[src/rtl/seq_pkg.sv]
// Shared definitions for the serial sequence link: FSM state encoding and default
// pattern/repeat widths, used by the generator, the detector and their benches.
package seq_pkg;

  typedef enum logic [1:0] {
    IDLE   = 2'd0,
    SHIFT  = 2'd1,
    PARITY = 2'd2
  } state_e;

  localparam int DEF_WIDTH = 4;
  localparam int DEF_CNT_W = 4;

endpackage

[src/rtl/seq_shift_reg.sv]
// Loadable MSB-first shift register with a shadow copy of the pattern, so that each
// repetition can restart from the original pattern without a gap.
module seq_shift_reg
  import seq_pkg::*;
#(
  parameter int WIDTH = DEF_WIDTH
) (
  input  logic             clk,
  input  logic             rst_n,
  input  logic             load,
  input  logic             reload,
  input  logic             shift,
  input  logic [WIDTH-1:0] din,
  output logic             msb_d,
  output logic             parity
);

  logic [WIDTH-1:0] data_q, data_d;
  logic [WIDTH-1:0] shadow_q, shadow_d;

  always_comb begin
    data_d   = data_q;
    shadow_d = shadow_q;
    if (load) begin
      data_d   = din;
      shadow_d = din;
    end else if (reload) begin
      data_d = shadow_q;
    end else if (shift) begin
      data_d = {data_q[WIDTH-2:0], 1'b0};
    end
  end

  // The bit that will be on the line next cycle, so the top can register its output.
  assign msb_d  = data_d[WIDTH-1];
  assign parity = ^shadow_q;

  always_ff @(posedge clk or negedge rst_n) begin
    if (!rst_n) begin
      data_q   <= '0;
      shadow_q <= '0;
    end else begin
      data_q   <= data_d;
      shadow_q <= shadow_d;
    end
  end

endmodule

[src/rtl/sequence_gen.sv]
// Serial pattern transmitter: shifts a loaded pattern MSB-first, repeat_count+1 times,
// then pulses done. Define SEQ_GEN_PARITY_EN to append an even-parity bit per repetition.
module sequence_gen
  import seq_pkg::*;
#(
  parameter int WIDTH = DEF_WIDTH,
  parameter int CNT_W = DEF_CNT_W
) (
  input  logic             clock,
  input  logic             reset,
  input  logic             load_valid,
  output logic             load_ready,
  input  logic [WIDTH-1:0] pattern,
  input  logic [CNT_W-1:0] repeat_count,
  input  logic             abort,
  output logic             sequence_out,
  output logic             out_valid,
  output logic             done,
  output state_e           state_dbg
);

  localparam int BIT_W = $clog2(WIDTH);
  localparam logic [BIT_W-1:0] LAST_BIT = BIT_W'(WIDTH - 1);

  state_e           state_q, state_d;
  logic [BIT_W-1:0] bit_q, bit_d;
  logic [CNT_W-1:0] rep_q, rep_d;
  logic             seq_out_q, seq_out_d;
  logic             out_valid_q, out_valid_d;
  logic             done_q, done_d;
  logic             load_en, reload_en, shift_en, end_of_rep;
  logic             msb_d, parity;

  seq_shift_reg #(.WIDTH(WIDTH)) u_shift (
    .clk   (clock),
    .rst_n (reset),
    .load  (load_en),
    .reload(reload_en),
    .shift (shift_en),
    .din   (pattern),
    .msb_d (msb_d),
    .parity(parity)
  );

  // Load handshake: a command transfers on a rising edge where load_valid && load_ready
  // && !abort; load_ready is high only in IDLE and load_valid is ignored elsewhere.
  assign load_ready = (state_q == IDLE);

  always_comb begin
    state_d    = state_q;
    bit_d      = bit_q;
    rep_d      = rep_q;
    load_en    = 1'b0;
    reload_en  = 1'b0;
    shift_en   = 1'b0;
    done_d     = 1'b0;
    end_of_rep = 1'b0;
    case (state_q)
      IDLE: begin
        if (load_valid && !abort) begin
          load_en = 1'b1;
          rep_d   = repeat_count;
          bit_d   = '0;
          state_d = SHIFT;
        end
      end
      SHIFT: begin
        if (abort) begin
          state_d = IDLE;
          bit_d   = '0;
          rep_d   = '0;
        end else if (bit_q == LAST_BIT) begin
`ifdef SEQ_GEN_PARITY_EN
          state_d = PARITY;
          bit_d   = '0;
`else
          end_of_rep = 1'b1;
`endif
        end else begin
          shift_en = 1'b1;
          bit_d    = bit_q + BIT_W'(1);
        end
      end
`ifdef SEQ_GEN_PARITY_EN
      PARITY: begin
        if (abort) begin
          state_d = IDLE;
          bit_d   = '0;
          rep_d   = '0;
        end else begin
          end_of_rep = 1'b1;
        end
      end
`endif
      default: state_d = IDLE;
    endcase

    // Repeat without a gap by reloading from the shadow copy, or finish with done.
    if (end_of_rep) begin
      bit_d = '0;
      if (rep_q != '0) begin
        rep_d     = rep_q - CNT_W'(1);
        reload_en = 1'b1;
        state_d   = SHIFT;
      end else begin
        state_d = IDLE;
        done_d  = 1'b1;
      end
    end

    out_valid_d = (state_d != IDLE);
    if (state_d == SHIFT)       seq_out_d = msb_d;
    else if (state_d == PARITY) seq_out_d = parity;
    else                        seq_out_d = 1'b0;
  end

  always_ff @(posedge clock or negedge reset) begin
    if (!reset) begin
      state_q     <= IDLE;
      bit_q       <= '0;
      rep_q       <= '0;
      seq_out_q   <= 1'b0;
      out_valid_q <= 1'b0;
      done_q      <= 1'b0;
    end else begin
      state_q     <= state_d;
      bit_q       <= bit_d;
      rep_q       <= rep_d;
      seq_out_q   <= seq_out_d;
      out_valid_q <= out_valid_d;
      done_q      <= done_d;
    end
  end

  assign sequence_out = seq_out_q;
  assign out_valid    = out_valid_q;
  assign done         = done_q;
  assign state_dbg    = state_q;

endmodule

[config.mk]
export PLATFORM = sky130hd
export DESIGN_NAME = sequence_gen
export DESIGN_NICKNAME = d
export VERILOG_FILES = /design/src/rtl/seq_pkg.sv /design/src/rtl/seq_shift_reg.sv /design/src/rtl/sequence_gen.sv
export SDC_FILE = /design/constraint.sdc
export NUM_CORES = 1
export LEC_CHECK = 0
export CAP_MARGIN = 20
export CELL_PAD_IN_SITES_DETAIL_PLACEMENT = 0
export CELL_PAD_IN_SITES_GLOBAL_PLACEMENT = 1
export CORE_MARGIN = 1
export CORE_UTILIZATION = 39
export CTS_CLUSTER_DIAMETER = 30
export DETAILED_ROUTE_END_ITERATION = 16
export PLACE_DENSITY_LB_ADDON = 0.08
export SLEW_MARGIN = 10
export SYNTH_ARGS = -nofsm -noshare
export SYNTH_HDL_FRONTEND = slang
export SYNTH_HIERARCHICAL = 1
export SYNTH_SLANG_ARGS = --single-unit
[constraint.sdc]
create_clock -name clock -period 2.37 [get_ports clock]
set_clock_uncertainty 0.15 [all_clocks]
set_input_delay 0.474 -clock clock [delete_from_list [all_inputs] [get_ports clock]]
set_output_delay 0.474 -clock clock [all_outputs]
set_load 0.02 [all_outputs]
Yosys cells after proc, flatten, opt, wreduce, memory -nomap -nowiden
Cells that the tools add are included.
{"block": "classes", "add_sub_neg": 2, "n_eq_ne": 6, "mux": 32, "reduce_logical": 9}
{"op": "2-to-1 mux 4 bit", "n": 7}
{"op": "2-to-1 mux 1 bit", "n": 15}
{"op": "2-to-1 mux 2 bit", "n": 7}
{"op": "one-hot mux 2 bit (2 select lines)", "n": 2}
{"op": "one-hot mux 4 bit (2 select lines)", "n": 1}
{"op": "nonzero test 3 bit", "n": 2}
{"op": "== test 2 x 1 -> 1 bit (second input constant)", "n": 2}
{"op": "== test 2 bit (second input constant)", "n": 2}
{"op": "!= test 4 bit (second input constant)", "n": 1}
{"op": "nonzero test 4 bit", "n": 1}
{"op": "XOR reduction 4 bit", "n": 1}
{"op": "subtractor 4 x 1 -> 4 bit (second input constant)", "n": 1}
{"op": "!= test 3 x 1 -> 1 bit (second input constant)", "n": 1}
{"op": "AND reduction 3 bit", "n": 1}
{"op": "adder 2 x 1 -> 2 bit (second input constant)", "n": 1}
{"op": "zero test 2 bit", "n": 1}
{"op": "nonzero test 2 bit", "n": 1}
{"op": "logical AND 1 bit", "n": 1}
{"op": "zero test 1 bit", "n": 1}
{"block": "word_totals", "ff_bits": 19, "inputBits": 12, "output_inout_bits": 6, "wordCells": 58}

Longest topological paths before layout
{"block": "logic_depth", "word_depth": 8, "mapped_depth": 8, "depth_no_buf": 8}

By module
Netlist, hierarchy kept.
{"mod": "sequence_gen", "n_inst": 1, "cells_per_inst": 58, "area_per_inst_um2": 620.6, "seq_area_each_um2": 275.3}
{"mod": "seq_shift_reg", "n_inst": 1, "cells_per_inst": 35, "area_per_inst_um2": 372.9, "seq_area_each_um2": 200.2}

Worst setup path after synthesis
OpenSTA, ideal clock, no wires.
{"block": "synth_path", "path_type": "register to register", "from": "reg state_q[1], in the netlist state_dbg[1]", "to": "reg seq_out_q, in the netlist sequence_out", "setup_ns": 0.119, "t_arrival_ns": 1.869, "path_slack_ns": 0.232, "stages_incl_launch_ff": 8, "path_buffers": 1, "path_cell_list": "dfrtp_1 -> buf_2 -> nor2_1 -> and2_1 -> mux2_2 -> nor2_1 -> a21oi_1 -> and2_1"}
{"element": "start, declared", "line": "sequence_gen.sv:25", "rtl": "state_e state_q, state_d;"}
{"element": "start signal, assigned", "line": "sequence_gen.sv:126", "rtl": "state_q <= state_d;"}
{"element": "zero test 2 bit"}
{"element": "via load_ready", "line": "sequence_gen.sv:12", "rtl": "output logic load_ready,"}
{"element": "2-to-1 mux 1 bit", "line": "sequence_gen.sv:58", "rtl": "case (state_q)"}
{"element": "via load_en", "line": "sequence_gen.sv:31", "rtl": "logic load_en, reload_en, shift_en, end_of_rep;"}
{"element": "2-to-1 mux 4 bit", "line": "seq_shift_reg.sv:24", "rtl": "if (load) begin"}
{"element": "via msb_d", "line": "sequence_gen.sv:32", "rtl": "logic msb_d, parity;"}
{"element": "2-to-1 mux 1 bit", "line": "sequence_gen.sv:112", "rtl": "if (state_d == SHIFT) seq_out_d = msb_d;"}
{"element": "via seq_out_d", "line": "sequence_gen.sv:28", "rtl": "logic seq_out_q, seq_out_d;"}
{"element": "end signal, assigned", "line": "sequence_gen.sv:129", "rtl": "seq_out_q <= seq_out_d;"}
{"element": "end, declared", "line": "sequence_gen.sv:28"}
The timed path passes the listed nets, and every way through them passes these cells. The select of a mux whose other input is x is not followed.
A chain may end at the register's enable or synchronous reset.

Worst setup path after layout
{"block": "layout_path", "from": "reg state_q[0], in the netlist state_dbg[0]", "to": "out load_ready"}
{"block": "layout_between", "elab_chain_cells": 1}
{"element": "zero test 2 bit", "line": "sequence_gen.sv:47", "rtl": "assign load_ready = (state_q == IDLE);"}
{"element": "end, declared", "line": "sequence_gen.sv:12"}
Every way passes these cells.

==> out/summary.md <==
The final setup slack of the worst path came out at 0.146 ns. The total of warnings raised by yosys was 6; the worst setup slack before clock tree synthesis was 0.0539 ns. The global-route total usage across every layer is 0.185, and the minimum period implied by the final worst setup slack is 2.22 ns. Max-cap violations in this run came to 0. The final count of pins violating max slew was 0; the CTS sink count was 19. The design draws 755 uW. The run gives 132 as the final layout net count.

The starting density of the core was 0.425. The wire length after detailed routing came out at 1970 um. TritonCTS built the clock tree. The worst register-to-register path ends at sequence_out.

The area added between synthesis and finish is 28.6%. The logs give 0.000538 uW for the leakage power of the design and 755 for the detailed-route via count. The initial antenna violation count is 0, and the post-CTS clock slew at the launch and capture registers of the worst setup and hold paths is 0.10 ns.

Setup violations remaining at the end of the flow were counted as 0. In this run the clock root is driven by a sky130_fd_sc_hd__clkbuf_4. Dividing the detail-routed via count by the number of cells gives 5.24. For the maximum VDD drop, the log shows 0.000364 V. The type of the worst min-delay path is input port to async pin. Summed over all failing endpoints, the final setup total negative slack is 0 ns.

Setup repair after global routing left no endpoint under its margin. The residual DRC count is 0. Input and output buffers added on the ports amount to 17.

The count of boundary I/O pins is 18. The mean area per synthesized cell came out at 10.7 um^2. The wire-length estimate of the detail-placed layout is 1500 um. The power density over the cells came out at 607 nW/um^2. The filler cells instantiated in the layout total 208.

Measured along the y axis, the die boundary spans 51.8 um. Synthesis produced a netlist with a net count of 105. In this run the horizontal extent of the chip is 51.8 um.

The worst-case reg-to-reg path depth works out to 9. After detailed routing, the average wire length per cell comes to 13.7 um. The tools report the number of design-rule violations left by the first detailed-router iteration as 7. The number of global-route vias before repair came out at 794.

The floorplan step defined a core boundary enclosing 2280 um^2. The buffer depth of the longest clock path came out at 2. The number of antenna diodes in the final layout is 0. Entering global routing, the biggest net connects 20 pins. Data on the critical path arrives at its endpoint at 1.60 ns.

Overflow left after global routing: 0. The post-route clock period utilization is 0.938, and the required time reported for the critical path endpoint is 1.75 ns. The floorplan step defined a die boundary enclosing 2680 um^2. The maximum net fanout on the critical path is 13.

The number of setup buffers added after CTS is 0. Synthesized netlist cell count: 90. Static timing analysis puts the maximum clock frequency at 450 MHz. The logs give 3 for the clock buffer count from CTS and 1 for the maximum level of the CTS H-tree. The worst setup path is launched from a register. The critical path is of the register to primary output type. The launch point of the worst reg-to-reg path was rep_q[0].

Number of failing hold endpoints at the final stage: 0. The fraction of layout cells with a size suffix above 1 was 0.181; the number of search-and-repair iterations in the first detailed-routing pass was 4. The detail route stage leaves a number of antenna-violating nets equal to 0. STA classifies the critical path endpoint as a primary output.

The congestion estimate from routability-driven global placement came to 0.810. The finished cells cover 1240 um^2. The logs give 0.18 ns for the register-to-register path setup slack and 17 for the number of rows created at floorplan.

The tools report the first-pass GRT wire length as 3490 um. For the worst-skew pair, the clock arrives at the later sink with an insertion delay of 0.30 ns. The flow ran to the end, and the final reports show no timing, DRC or antenna violations. The post-place instance area is 1220 um^2. In this run the cell area of the synthesized design comes to 967 um^2.
layout by cell type (no fill, tap or decap), types with 2 or more instances in the layout:
cell type,instances
sky130_fd_sc_hd__nand2_1,7
sky130_fd_sc_hd__a211oi_1,3
sky130_fd_sc_hd__ha_1,3
sky130_fd_sc_hd__nor3_1,3
sky130_fd_sc_hd__clkbuf_4,3
sky130_fd_sc_hd__dfrtp_1,18
sky130_fd_sc_hd__inv_1,5
sky130_fd_sc_hd__mux2_2,2
sky130_fd_sc_hd__clkdlybuf4s50_1,17
sky130_fd_sc_hd__nor4_1,3
sky130_fd_sc_hd__and2_1,2
sky130_fd_sc_hd__a221o_1,2
sky130_fd_sc_hd__nor2_1,7
sky130_fd_sc_hd__a21oi_1,10
sky130_fd_sc_hd__o21ai_0,2
sky130_fd_sc_hd__buf_4,9
sky130_fd_sc_hd__nand4bb_1,3
per-layer routing:
metal	up-vias	GRT usage	routed length [um]
li1	377	-	-
met1	362	0.247	996
met2	11	0.284	881
met3	5	0.0351	49
met4	0	0.0946	40
met5	-	0	0
how the worst max path moves through the flow:
stage / slack, ns / endpoint / start
3_5_place_dp: 0.05 / sequence_out / abort
3_3_place_gp: 0.12 / u_shift/data_q[1] / abort
4_1_cts: 0.05 / load_ready / state_dbg[0]
2_1_floorplan: 0.23 / sequence_out / state_dbg[1]
5_1_grt: 0.005 / sequence_out / rep_q[0]
6_report: 0.15 / load_ready / state_dbg[0]
final cells by class:
type	instances	area, um^2	area share
Clock buffer	4	26.3	0.0211
Timing Repair Buffer	26	238	0.191
Sequential cell	19	477	0.383
Tap cell	28	35.0	0.0282
Multi-Input combinational cell	62	449	0.361
Inverter	5	18.8	0.0151
worst max-delay path, cell delays in order (launching register included):
cell and delay [ns]:
sky130_fd_sc_hd__dfrtp_2 0.51, sky130_fd_sc_hd__nor2_1 0.17, sky130_fd_sc_hd__clkdlybuf4s50_1 0.63
repair_timing:
item                                    CTS  global route
resized for setup                         0             1
endpoints found under the setup margin    0             1
hold buffers                              0             0
where the power goes:
group	internal, uW	switching, uW	leakage, uW	total, uW
combinational	101	85.2	0.000287	186
sequential	374	32.6	0.000236	406
clock	65.6	97.4	0.0000150	163
total	540	215	0.000538	755
state kept, by name (all words and copies together) (netlist names):
register          count
bit_q                 2
out_valid             1
rep_q                 4
done                  1
u_shift/data_q        4
u_shift/shadow_q      4
state_dbg             2
sequence_out          1
through the flow:
stage,utilization,hold slack [ns],cells
after floorplan,-,0.0284,90
after global placement,0.534,0.336,140
after detailed placement,0.534,0.332,140
after CTS,0.546,0.343,144
after global routing,0.546,0.373,144
final,0.546,0.346,144
Note: power is estimated with default switching activity, not from simulation.
